File: config.mk
export PLATFORM = sky130hd
export DESIGN_NAME = scan_chain_driver
export DESIGN_NICKNAME = d
export VERILOG_FILES = /design/src/rtl/scan_chain_driver.sv
export SDC_FILE = /design/constraint.sdc
export NUM_CORES = 1
export LEC_CHECK = 0
export BUFFER_PORTS_ARGS = -buffer_cell sky130_fd_sc_hd__clkbuf_2
export CORE_MARGIN = 4
export CORE_UTILIZATION = 45
export CTS_CLUSTER_SIZE = 30
export DETAILED_ROUTE_END_ITERATION = 10
export HOLD_SLACK_MARGIN = 0.15
export PLACE_DENSITY = 0.78
export RECOVER_POWER = 100
export SLEW_MARGIN = 20
export SYNTH_ARGS = -nofsm -noshare
export SYNTH_HDL_FRONTEND = slang
export SYNTH_SLANG_ARGS = --single-unit
File: constraint.sdc
create_clock -name clk -period 1.9 [get_ports clk]
set_input_delay 0.38 -clock clk [delete_from_list [all_inputs] [get_ports clk]]
set_output_delay 0.38 -clock clk [all_outputs]
set_load 0.03 [all_outputs]
File: src/rtl/scan_chain_driver.sv
// scan_chain_driver: serial transmitter for the DPE scan chain.
// Host words arrive over a valid/ready handshake. Each word is shifted LSB-first
// into the chain head (sc_d/sc_en). A capture pulse (sc_ld) starts each frame.
// Optional macro SCAN_READBACK_EN: samples the chain tail while shifting and
// returns the previously captured contents word by word on m_valid/m_data.
// With the macro undefined, m_valid and m_data are tied to 0 and sc_tail is ignored.
module scan_chain_driver #(
  parameter int WORD_W    = 8,
  parameter int NUM_WORDS = 8,
  parameter int CNT_W     = 8
) (
  input  logic              clk,
  input  logic              rstn,
  input  logic              clr,
  input  logic              s_valid,
  output logic              s_ready,
  input  logic [WORD_W-1:0] s_data,
  output logic              sc_d,
  output logic              sc_en,
  output logic              sc_ld,
  input  logic              sc_tail,
  output logic              m_valid,
  output logic [WORD_W-1:0] m_data,
  output logic              busy,
  output logic              done
);

  typedef enum logic [2:0] {
    IDLE,
    CAPT,
    SHIFT,
    WAIT,
    DONE
  } state_t;

  localparam logic [CNT_W-1:0] LAST_BIT  = CNT_W'(WORD_W - 1);
  localparam logic [CNT_W-1:0] LAST_WORD = CNT_W'(NUM_WORDS - 1);

  state_t            state;
  logic [WORD_W-1:0] shreg;
  logic [CNT_W-1:0]  bitcnt;
  logic [CNT_W-1:0]  wordcnt;

  // The last shift cycle of a word also completes one readback word.
  logic last_bit;
  assign last_bit = (state == SHIFT) && (bitcnt == LAST_BIT);

  // Frame sequencer: handshake, capture, shift each word, wait for the next word.
  always_ff @(posedge clk or negedge rstn) begin
    if (!rstn) begin
      // NOTE: sequential state uses non-blocking assignments, so every branch
      // below reads the pre-edge values of shreg and the counters.
      state   <= IDLE;
      shreg   <= '0;
      bitcnt  <= '0;
      wordcnt <= '0;
    end else if (clr) begin
      // Abort: the chain keeps whatever has been shifted into it so far.
      state   <= IDLE;
      bitcnt  <= '0;
      wordcnt <= '0;
    end else begin
      case (state)
        IDLE: begin
          if (s_valid) begin
            shreg   <= s_data;
            wordcnt <= '0;
            state   <= CAPT;
          end
        end
        CAPT: begin
          bitcnt <= '0;
          state  <= SHIFT;
        end
        SHIFT: begin
          shreg <= shreg >> 1;
          if (bitcnt == LAST_BIT) begin
            bitcnt <= '0;
            if (wordcnt == LAST_WORD) begin
              state <= DONE;
            end else begin
              wordcnt <= wordcnt + CNT_W'(1);
              state   <= WAIT;
            end
          end else begin
            bitcnt <= bitcnt + CNT_W'(1);
          end
        end
        WAIT: begin
          // No capture between words: go straight back to shifting.
          if (s_valid) begin
            shreg <= s_data;
            state <= SHIFT;
          end
        end
        DONE: begin
          state <= IDLE;
        end
        default: begin
          state <= IDLE;
        end
      endcase
    end
  end

  // Output decodes use only the state register and shreg, never an input.
  assign s_ready = (state == IDLE) || (state == WAIT);
  assign busy    = (state != IDLE);
  assign done    = (state == DONE);
  assign sc_ld   = (state == CAPT);
  assign sc_en   = (state == SHIFT);
  assign sc_d    = sc_en & shreg[0];

`ifdef SCAN_READBACK_EN
  logic [WORD_W-1:0] rb;

  // Readback: collect the chain tail MSB-first-in so the first bit out lands at bit 0.
  always_ff @(posedge clk or negedge rstn) begin
    if (!rstn) begin
      rb      <= '0;
      m_valid <= 1'b0;
      m_data  <= '0;
    end else if (clr) begin
      m_valid <= 1'b0;
    end else begin
      m_valid <= last_bit;
      if (state == SHIFT) begin
        rb <= {sc_tail, rb[WORD_W-1:1]};
      end
      if (last_bit) begin
        m_data <= {sc_tail, rb[WORD_W-1:1]};
      end
    end
  end
`else
  // Readback removed. The names below are recognized as deliberately unused.
  logic unused_tail;
  logic unused_last_bit;
  assign unused_tail     = sc_tail;
  assign unused_last_bit = last_bit;
  assign m_valid         = 1'b0;
  assign m_data          = '0;
`endif

endmodule

==> flow_summary.json <==
{
  "fin_worst_skew_ns": 0.00428,
  "cts_hold_buf": 0,
  "register_area_um2": 676,
  "cap_violations": 0,
  "clock_latency_ns": 0.27,
  "grt_pass1_vias": 1321,
  "yosysMostFrequentCell": "dfrtp_1",
  "track_usage_pct": 16.2,
  "rows": 21,
  "finalSetupTns_ns": 0,
  "drt_drc_violations_left": 0,
  "stdcell_area_mm2": 0.00194,
  "synth_edf_count": 0,
  "synth_top_cell_by_area": "dfrtp_1",
  "finalHoldViolCount": 0,
  "drv_slew": 0,
  "yosysSeqAreaShare_pct": 40.7,
  "required_ns": 1.52,
  "portBuffers": 17,
  "die_area_mm2": 0.00473,
  "fin_crit_ns": 1.83,
  "cts_max_level": 1,
  "hpwl_mm": 2.59,
  "worstSetupPathType": "reg2out",
  "diodes": 0,
  "switching_share_pct": 36.3,
  "start_kind": "register",
  "vias_per_cell": 5.55,
  "cts_tree": "done",
  "detail_route.wl_per_cell_um": 13.7,
  "synth_top_area_share_pct": 40.7,
  "yosys_register_bits": 27,
  "antenna_found_initial": 0,
  "ant_nets": 0,
  "placed_cell_area_mm2": 0.00187,
  "hold_path_class": "in2reg",
  "p_per_area_mw_per_mm2": 915,
  "syn_area_per_cell_um2": 9.54,
  "worst_pin_slew_ns": 1.44,
  "pwr-share-clk_pct": 18.1,
  "fin_crit_sh_pct": 96.4,
  "clockRootBuffer": "clkbuf_8",
  "die_w_um": 68.7,
  "intPower_mw": 1.13,
  "ir_drop_uv": 362,
  "rsz0062_at_grt": "yes",
  "synthFlopType": "dfrtp_1",
  "slew_headroom_pct": 3.98,
  "p_seq_share_pct": 41.3,
  "clock_path_buffers": 2,
  "cts_buffers": 3,
  "cts.sinks": 27,
  "cp-end-kind": "primary output",
  "postRouteWirelength_mm": 3.48,
  "synthTopCellsByArea": "dfrtp_1 (41%), mux2i_1 (4.2%), buf_4 (4.1%)",
  "max_freq_mhz": 546,
  "p_sw_uw": 645,
  "syn_inst": 174,
  "path_max_fanout": 11,
  "run_status": "finished, final reports clean",
  "yosys_warnings": 0,
  "synthArstFlopShare_pct": 100,
  "grt_first_pass_wirelength_mm": 5.89,
  "drt_first_pass_iters": 4,
  "die_h_um": 68.7,
  "multi_input_area_um2": 892,
  "io_pins": 28,
  "initial_core_util_pct": 48.2,
  "area_growth_syn_to_layout_pct": 17.1,
  "setup_viol": 0,
  "worstPathArrival_ns": 1.45,
  "clk_pin_slew_worst_paths_ns": 0.09,
  "drt_iter0_drc": 89,
  "total_leakage_power_nw": 0.901,
  "nets": 224,
  "pwr-share-comb_pct": 40.6,
  "fillers": 323,
  "grt_start_max_net_pins": 28,
  "synth_area_mm2": 0.00166,
  "grt_overflow": 0,
  "core_region_area_mm2": 0.00344,
  "ys_types": 50,
  "dr_total_vias": 1403,
  "drive_above_1_share_pct": 26.1,
  "gp_congestion": 0.858,
  "synth_common_cells": "dfrtp_1 (27), nand2_1 (14), a21oi_1 (13), o21ai_0 (10), buf_4 (9)"
}
[critical path, cell delays in order (launching register included)]
cell and delay, ns:
dfrtp_1 0.40, buf_4 0.17, xor2_1 0.18, nor2_2 0.26
buf_6 0.18
[area by class of cell]
cell class | count | share of cell area, %
clock buffers | 4 | 2.32
well taps | 46 | 2.96
flip-flops and latches | 27 | 34.7
repair buffers | 38 | 12.7
inverters | 7 | 1.35
multi-input cells | 131 | 45.9
[stage by stage]
step	cells	total power, mW	hold WS, ns	utilization [%]	setup WS (ns)
floorplan	182	1.24	0.0844	-	0.149
global placement	247	1.41	0.449	54.4	0.0623
detailed placement	247	1.43	0.451	54.4	0.0253
CTS	251	1.75	0.158	55.7	0.0163
global route	253	1.91	0.427	56.5	-0.0142
finish	253	1.78	0.398	56.5	0.0691
[state kept, by name (all words and copies together), names as in the netlist]
name     flops
bitcnt       8
shreg        8
state        3
wordcnt      8
[power by group through the flow]
stage | clock network [mW] | registers (mW) | logic, mW
floorplan | 0 | 0.731 | 0.512
finish | 0.322 | 0.735 | 0.722
global route | 0.357 | 0.751 | 0.801
global placement | 0 | 0.743 | 0.669
detailed placement | 0 | 0.745 | 0.681
CTS | 0.330 | 0.734 | 0.683
[routing by layer]
layer / GRT usage [%] / share of wire, % / vias to the layer above
met1: 23.7 / 47 / 668
met3: 2.76 / 5.8 / 4
met2: 25.3 / 47 / 37
met4: 3.41 / 0.60 / 0
met5: 0 / 0 / -
li1: - / - / 694
[layout by cell type (no fill, tap or decap), drive strengths merged, types with 2 or more instances in the layout]
cell and n:
nand2 14, clkbuf 20, or4 2, or4b 2, a21oi 14, a31oi 7, a211oi 3, a21o 2
nand4 6, conb 9, o21ai 11, mux2i 7, and3 3, xor2 2, nor2 5, o211ai 2
nand3 6, and2 4, buf 22, dfrtp 27, nor4b 2, a2bb2oi 2, nor3 5, inv 7
ha 3, nor4 2, a22o 3
[logic make-up after synthesis]
kind of cell	after synthesis	synth area share (%)
AND/OR/NAND/NOR	57	21.2
AO/OA/AOI/OAI	50	20.7
flip-flops	27	40.7
buffers and inverters	24	7.84
multiplexers	8	4.90
adder cells (fa/ha/maj)	4	2.86
XOR/XNOR	3	1.58
other	1	0.226
[path summary, 6_finish.rpt]
check / start / end / slack, ns / cells after the start
worst min-delay path: s_valid / state[0] / 0.40 / 3
worst max register to register: bitcnt[0] / wordcnt[0] / 0.07 / 5
max in group asynchronous: rstn / shreg[2] / 0.63 / 1
worst min register to register: shreg[7] / shreg[7] / 0.50 / 1
min in group asynchronous: rstn / wordcnt[0] / 0.43 / 1
worst max-delay path: state[1] / s_ready / 0.07 / 4
[timing repair]
action | CTS | global route
gates resized for setup | 0 | 7
setup buffers | 0 | 2
setup endpoints to repair | 0 | 8
Note: power is estimated with default switching activity, not from simulation.
